$ cat config.mk
export PLATFORM = sky130hd
export DESIGN_NAME = imem_boot_ctrl_flat
export DESIGN_NICKNAME = d
export VERILOG_FILES = /design/src/rtl/imem_boot_ctrl_if.sv /design/src/rtl/imem_boot_ctrl.sv /design/src/flat_wrapper.sv
export SDC_FILE = /design/constraint.sdc
export NUM_CORES = 1
export LEC_CHECK = 0
export BUFFER_PORTS_ARGS = -buffer_cell sky130_fd_sc_hd__buf_2
export CAP_MARGIN = 40
export CORE_AREA = 2 2 80 82
export CTS_BUF_LIST = sky130_fd_sc_hd__clkbuf_4
export DETAILED_ROUTE_END_ITERATION = 10
export DIE_AREA = 0 0 82 84
export PLACE_DENSITY = 0.74
export SKIP_LAST_GASP = 1
export SLEW_MARGIN = 5
export SYNTH_ARGS = -nofsm -noshare
export SYNTH_HDL_FRONTEND = slang
export SYNTH_SLANG_ARGS = --single-unit
$ cat constraint.sdc
create_clock -name clk -period 3.8 [get_ports clk]
set_input_delay 0 -clock clk [delete_from_list [all_inputs] [get_ports clk]]
set_output_delay 0 -clock clk [all_outputs]
set_load 0.02 [all_outputs]
$ cat src/rtl/imem_boot_ctrl_if.sv
// Host loader stream between the program source and the instruction-memory boot controller.
// The master drives words; the slave (controller) answers with ld_ready.
interface imem_boot_ctrl_if #(
    parameter int data_size = 32
);
    logic                 ld_valid;
    logic [data_size-1:0] ld_data;
    logic                 ld_last;
    logic                 ld_ready;

    modport master (
        output ld_valid,
        output ld_data,
        output ld_last,
        input  ld_ready
    );

    modport slave (
        input  ld_valid,
        input  ld_data,
        input  ld_last,
        output ld_ready
    );
endinterface

$ cat src/rtl/imem_boot_ctrl.sv
// Owns the single-ported instruction memory: fills it from the host loader stream,
// then hands the read port to the CPU fetch path once the final word has been written.
module imem_boot_ctrl #(
    parameter int data_size    = 32,
    parameter int address_size = 5
) (
    input  logic                   clk,
    input  logic                   rst_n,
    input  logic                   load_start,
    imem_boot_ctrl_if.slave        ld,
    input  logic [31:0]            cpu_pc,
    output logic [data_size-1:0]   cpu_instr,
    output logic                   cpu_stall,
    output logic [31:0]            mem_address,
    output logic [data_size-1:0]   mem_data_in,
    output logic                   mem_write,
    input  logic [data_size-1:0]   mem_data_out,
    output logic                   load_done,
    output logic                   load_error,
    output logic [address_size:0]  word_count
);

    localparam int memory_depth = 2 ** address_size;
    localparam logic [address_size-1:0] last_slot  = address_size'(memory_depth - 1);
    localparam logic [address_size:0]   full_count = (address_size + 1)'(memory_depth);

    typedef enum logic [1:0] {
        IDLE,
        LOAD,
        RUN,
        ERROR
    } state_t;

    state_t                  state;
    state_t                  next_state;
    logic [address_size-1:0] wr_ptr;
    logic                    handshake;
    logic                    ld_ready;
    logic [31:0]             load_address;

    assign load_address = 32'({wr_ptr, 2'b00});
    assign ld.ld_ready  = ld_ready;

    always_ff @(posedge clk) begin
        if (!rst_n) begin
            state <= IDLE;
        end else begin
            state <= next_state;
        end
    end

    // The pointer stops at the last slot instead of wrapping, so an overflowing
    // stream can never overwrite word 0; the count saturates one step later.
    always_ff @(posedge clk) begin
        if (!rst_n) begin
            wr_ptr     <= '0;
            word_count <= '0;
            load_done  <= 1'b0;
        end else begin
            load_done <= handshake & ld.ld_last;
            if (load_start) begin
                wr_ptr     <= '0;
                word_count <= '0;
            end else if (handshake) begin
                if (wr_ptr != last_slot) begin
                    wr_ptr <= wr_ptr + address_size'(1);
                end
                if (word_count != full_count) begin
                    word_count <= word_count + (address_size + 1)'(1);
                end
            end
        end
    end

    // ld_ready is qualified with rst_n so a reset cycle never commits a memory write.
    always_comb begin
        next_state  = state;
        ld_ready    = 1'b0;
        handshake   = 1'b0;
        cpu_stall   = 1'b1;
        cpu_instr   = '0;
        mem_address = load_address;
        mem_data_in = ld.ld_data;
        mem_write   = 1'b0;
        load_error  = 1'b0;

        case (state)
            IDLE: begin
                if (load_start) begin
                    next_state = LOAD;
                end
            end
            LOAD: begin
                ld_ready  = ~load_start & rst_n;
                handshake = ld_ready & ld.ld_valid;
                mem_write = handshake;
                if (load_start) begin
                    next_state = LOAD;
                end else if (handshake && ld.ld_last) begin
                    next_state = RUN;
                end else if (handshake && (wr_ptr == last_slot)) begin
                    next_state = ERROR;
                end
            end
            RUN: begin
                cpu_stall   = 1'b0;
                mem_address = cpu_pc;
                cpu_instr   = mem_data_out;
                if (load_start) begin
                    next_state = LOAD;
                end
            end
            ERROR: begin
                load_error = 1'b1;
                if (load_start) begin
                    next_state = LOAD;
                end
            end
            default: begin
                next_state = IDLE;
            end
        endcase
    end

endmodule

$ cat src/flat_wrapper.sv
// flat-port wrapper written by rule: the top's interface ports become plain ports
module imem_boot_ctrl_flat 
#(
    parameter int data_size    = 32,
    parameter int address_size = 5
)
  (clk, rst_n, load_start, cpu_pc, cpu_instr, cpu_stall, mem_address, mem_data_in, mem_write, mem_data_out, load_done, load_error, word_count, ld_ld_valid, ld_ld_data, ld_ld_last, ld_ld_ready);
  imem_boot_ctrl_if #(.data_size(data_size)) ld_i ();
  input  logic clk;
  input  logic rst_n;
  input  logic load_start;
  input  logic [31:0] cpu_pc;
  output logic [data_size-1:0] cpu_instr;
  output logic cpu_stall;
  output logic [31:0] mem_address;
  output logic [data_size-1:0] mem_data_in;
  output logic mem_write;
  input  logic [data_size-1:0] mem_data_out;
  output logic load_done;
  output logic load_error;
  output logic [address_size:0] word_count;
  input wire logic [$bits(ld_i.ld_valid)-1:0] ld_ld_valid;
  input wire logic [$bits(ld_i.ld_data)-1:0] ld_ld_data;
  input wire logic [$bits(ld_i.ld_last)-1:0] ld_ld_last;
  output wire logic [$bits(ld_i.ld_ready)-1:0] ld_ld_ready;
  assign ld_i.ld_valid = ld_ld_valid;
  assign ld_i.ld_data = ld_ld_data;
  assign ld_i.ld_last = ld_ld_last;
  assign ld_ld_ready = ld_i.ld_ready;
  imem_boot_ctrl #(.data_size(data_size), .address_size(address_size)) u_core (.clk(clk), .rst_n(rst_n), .load_start(load_start), .ld(ld_i), .cpu_pc(cpu_pc), .cpu_instr(cpu_instr), .cpu_stall(cpu_stall), .mem_address(mem_address), .mem_data_in(mem_data_in), .mem_write(mem_write), .mem_data_out(mem_data_out), .load_done(load_done), .load_error(load_error), .word_count(word_count));
endmodule
Word level (Yosys, flattened, before mapping)
Cells that the tools add are included.
{ "classes": {"mul": 0, "addsub": 2, "reduce_logical": 8, "eq_ne": 8, "div_mod_pow": 0, "shifts": 0, "mux": 11, "bitwise_logic": 5, "n_lt_le_gt_ge": 0} }
{ "ops": {"columns": ["op", "n"], "rows": [
  ["32-bit 2-to-1 mux", 2],
  ["2-bit 2-to-1 mux", 4],
  ["6-bit by 1-bit adder with 6-bit output, second input constant", 1],
  ["6-bit != test, second input constant", 1],
  ["2-bit AND reduction", 3],
  ["5-bit by 1-bit adder with 5-bit output, second input constant", 1],
  ["5-bit == test, second input constant", 1],
  ["5-bit != test, second input constant", 1],
  ["2-bit == test, second input constant", 2],
  ["1-bit 2-to-1 mux", 4],
  ["4-bit by 2-bit != test with 1-bit output, second input constant", 1],
  ["2-bit case mux with 2 select lines", 1],
  ["1-bit bitwise AND", 3],
  ["3-bit OR reduction", 1],
  ["2-bit by 1-bit == test with 1-bit output, second input constant", 1],
  ["1-bit logical AND", 2],
  ["2-bit logical NOT", 1],
  ["2-bit by 1-bit != test with 1-bit output, second input constant", 1],
  ["1-bit inverter", 2],
  ["2-bit OR reduction", 1]
]} }
{ "totals": {"out_inout_bits": 107, "mem_bits_ro": 0, "elab_cells": 38, "ram_bits": 0, "latch_bits": 0, "in_bits": 101, "regBits": 14, "mem_count": 0} }

Longest topological paths before layout
{ "depth": {"ltp_word": 8, "depth_mapped": 6, "ltp_nobuf": 6} }

Worst setup path after synthesis
Ideal clock, no wire load.
{ "synth_path": {"path_type": "register -> register", "start": "register u_core.wr_ptr[0]", "end": "register u_core.wr_ptr[3]", "synth_period_minus_slack_ns": 1.741, "required_time_ns": 3.730, "path_stages_with_launch": 7, "setup_time_ns": 0.070, "arrival_ns": 1.671, "path_slack_ns": 2.059, "n_path_buf": 0, "path_cell_list": "dfxtp_1 ha_1 and3_1 ha_1 nand2b_1 or4_1 a21oi_1"} }
{ "synth_via": {"elab_chain_cells": 2, "elab_cells_between_ends": 3, "cone_classes": "add/sub (1); eq/ne (1); reduce/logical (1)"} }
{ "synth_rtl": {"columns": ["element", "line_no", "rtl"], "rows": [
  ["start: declaration", "imem_boot_ctrl.sv:36", "logic [address_size-1:0] wr_ptr;"],
  ["start signal: assignment", "imem_boot_ctrl.sv:66", "wr_ptr <= wr_ptr + address_size'(1);"],
  ["branches (longest 2 deep; another with 5-bit by 1-bit adder with 5-bit output)", null, null]
]} }
Parallel ways; which one is timed is not known.
A chain may end at the register's enable or synchronous reset.

Worst setup path in the final report
{ "layout_path": {"start": "register u_core.state[1]", "end": "output port mem_address[5]"} }
{ "layout_via": {"elab_chain_cells": 2} }
{ "layout_rtl": {"columns": ["element", "line_no", "rtl"], "rows": [
  ["start: declaration", "imem_boot_ctrl.sv:34", "state_t state;"],
  ["start signal: assignment", "imem_boot_ctrl.sv:48", "state <= next_state;"],
  ["2-bit == test", "imem_boot_ctrl.sv:87", "case (state)"],
  ["32-bit 2-to-1 mux", "imem_boot_ctrl.sv:87", null],
  ["end: declaration", "flat_wrapper.sv:15", "output logic [31:0] mem_address;"]
]} }
Every way passes these cells.

==> impl_metrics.json <==
{
  "status": "completed",
  "crit_type": "reg -> out",
  "ys_seq_elements": 14,
  "grt_util_all_layers_pct": 14.4,
  "layout_common_cells": "143 x buf_2, 41 x and2_1, 20 x and2_2",
  "cts_buffers": 3,
  "port_buffers": 143,
  "path_buf_inv": 4,
  "top_level_ports": 208,
  "dpl_worst_slack_ns": 1.93,
  "wl_mm": 5.21,
  "clk_pin_slew_worst_paths_ns": 0.08,
  "drive_gt1_share_pct": 60.6,
  "synth_nets": 288,
  "rsz0062_at_grt": "no",
  "peakVddDrop_v": 0.0000596,
  "synthCells": 183,
  "cts_tree": "yes",
  "fin_skew_ns": 0.00183,
  "h-tree-depth": 1,
  "post_drt_wl_per_cell_um": 14.2,
  "drtPass1Iterations": 4,
  "p_per_area_nw_per_um2": 145,
  "final_area_um2": 2000,
  "grt_pass1_wl_mm": 7.53,
  "antenna_found_initial": 1,
  "overflow": 0,
  "critical_path_arrival_ns": 1.96,
  "fmax_mhz": 509,
  "grt_max_degree": 61,
  "cpPeakStageDelay_ns": 0.36,
  "post_cts_buffers": 0,
  "finalHoldViolCount": 0,
  "yosysSeqAreaShare_pct": 19.6,
  "die_height_um": 84,
  "p_int_mw": 0.216,
  "postSynthAreaPerCell_um2": 7.82,
  "swShare_pct": 25.1,
  "multiInputGateArea_um2": 848,
  "crit_path_end_kind": "output pin",
  "fin_util_pct": 32.7,
  "p_leak_nw": 1.17,
  "p_clk_share_pct": 28.9,
  "cts_num_sinks": 14,
  "setup_tns_ns": 0,
  "fin_crit_ns": 1.96,
  "finalSetupViolCount": 0,
  "yosys.area.top_type_share_pct": 19.6,
  "gp_congestion": 0.753,
  "yosys_warnings": 0,
  "core_um2": 6100,
  "max-clock-path-buffers": 2,
  "tightest_slew_ns": 0.465,
  "synthDistinctLibCells": 28,
  "drcViolationCount": 0,
  "fin_crit_sh_pct": 51.7,
  "num-nets-final": 396,
  "required_ns": 3.80,
  "cts_resized": 0,
  "synthTopCellsByArea": "dfxtp_1 20%, and2_1 18%, buf_4 17%",
  "worst_path_dominant_cell_family": "buffers and inverters",
  "p_comb_share_pct": 19.1,
  "cp_slowest_cell": "dfxtp_1",
  "cap_violations": 0,
  "grt_pass1_vias": 1482,
  "power.switching_mw": 0.0723,
  "setup_ws_ns": 1.84,
  "ant_nets": 0,
  "core.rowCount": 29,
  "hp-class": "in -> out",
  "clock_latency_ns": 0.27,
  "vias": 1559,
  "netlist_area_um2": 1430,
  "hpwl_mm": 4.41,
  "register_area_um2": 280,
  "slew_viol_final": 0,
  "initial_core_util_pct": 23.5,
  "cts_hold_buf": 0,
  "viasPerCell": 4.25,
  "yosysTopAreaCell": "dfxtp_1",
  "final_common_cell": "buf_2",
  "dpl_cell_area_um2": 1970,
  "dieArea_um2": 6890,
  "crit_chain": "inv_1 -> nor2_2 -> buf_4 -> clkinv_1 -> mux2_2 -> buf_2",
  "max_slew_margin_pct": 69.0,
  "critPathMaxFanout": 60,
  "cts_root_buf": "clkbuf_4",
  "critPathLaunchType": "flop",
  "seqPwrFrac_pct": 52.0,
  "area_growth_pct": 39.4,
  "drt_iter0_markers": 61,
  "fillers": 664,
  "die_w_um": 82
}
worst reg2reg max path, cell delays in order, from the launching register on:
cell and delay (ns):
dfxtp_1 0.35, ha_1 0.22, and3_1 0.19, ha_1 0.20, nand2b_1 0.24, or4_1 0.50, a21oi_1 0.15
registers in the layout, indices dropped and copies added, names as in the netlist:
| name | flops |
|---|---|
| u_core.word_count | 6 |
| u_core.state | 2 |
| u_core.load_done | 1 |
| u_core.wr_ptr | 5 |
per-layer routing:
| layer | vias to the layer above | wire, um | global-route usage (%) |
|---|---|---|---|
| li1 | 783 | - | - |
| met1 | 695 | 1950 | 16.4 |
| met2 | 69 | 2660 | 24.8 |
| met3 | 12 | 427 | 3.25 |
| met4 | 0 | 173 | 6.97 |
| met5 | - | 0 | 0 |
stage by stage:
step	cells	total power, mW	hold WS, ns
detailed placement	363	0.208	0.000137
CTS	366	0.295	0.000137
floorplan	183	0.220	0.113
global placement	363	0.208	0.000137
finish	367	0.288	0.00000881
global route	367	0.306	0.0000317
kinds of logic after synthesis:
kind of cell,share of synthesized area (%)
simple gates,41.1
fa+ha+maj,3.50
flops,19.6
mux,5.42
compound gates,9.09
buf+inv,21.3
cell type report:
type	count	share of cell area (%)
antenna	1	0.125
inverter	6	1.13
multi-input combinational	122	42.5
tap	77	4.83
sequential	14	14.0
clock buffer	3	1.13
timing repair buffer	144	36.2
path summary, 6_finish.rpt:
path	endpoint	slack, ns	start	cells after the start
setup / recovery	mem_address[5]	1.84	u_core.state[1]$_SDFFE_PN0P_	6
hold / removal	mem_data_in[10]	0.000009	ld_ld_data[10]	0
setup reg to reg	u_core.wr_ptr[3]$_SDFFE_PP0P_	1.89	u_core.wr_ptr[0]$_SDFFE_PP0P_	6
hold reg to reg	u_core.wr_ptr[3]$_SDFFE_PP0P_	0.50	u_core.wr_ptr[3]$_SDFFE_PP0P_	2
power groups by stage:
stage	Sequential [mW]	Combinational, mW	Clock [mW]
final	0.150	0.0550	0.0834
after global routing	0.151	0.0600	0.0951
after CTS	0.150	0.0554	0.0895
after detailed placement	0.153	0.0549	0
after global placement	0.153	0.0545	0
after floorplan	0.154	0.0662	0
cells in the mapped netlist:
master / instances
buf_6: 1
inv_1: 4
nand3_1: 4
nor2_1: 4
nand4_1: 1
mux2_2: 6
or4_1: 4
nand2b_1: 3
clkinv_1: 2
and3_1: 2
and2_2: 20
dfxtp_1: 14
o21ai_0: 5
nor2b_1: 2
o211ai_1: 3
buf_4: 32
mux2i_1: 1
a21oi_1: 9
o31ai_1: 5
nand4bb_1: 1
clkbuf_1: 6
buf_1: 1
or3_1: 2
nand2_1: 4
buf_2: 1
nand4bb_4: 1
ha_1: 4
and2_1: 41
(Power assumes the default switching activity.)
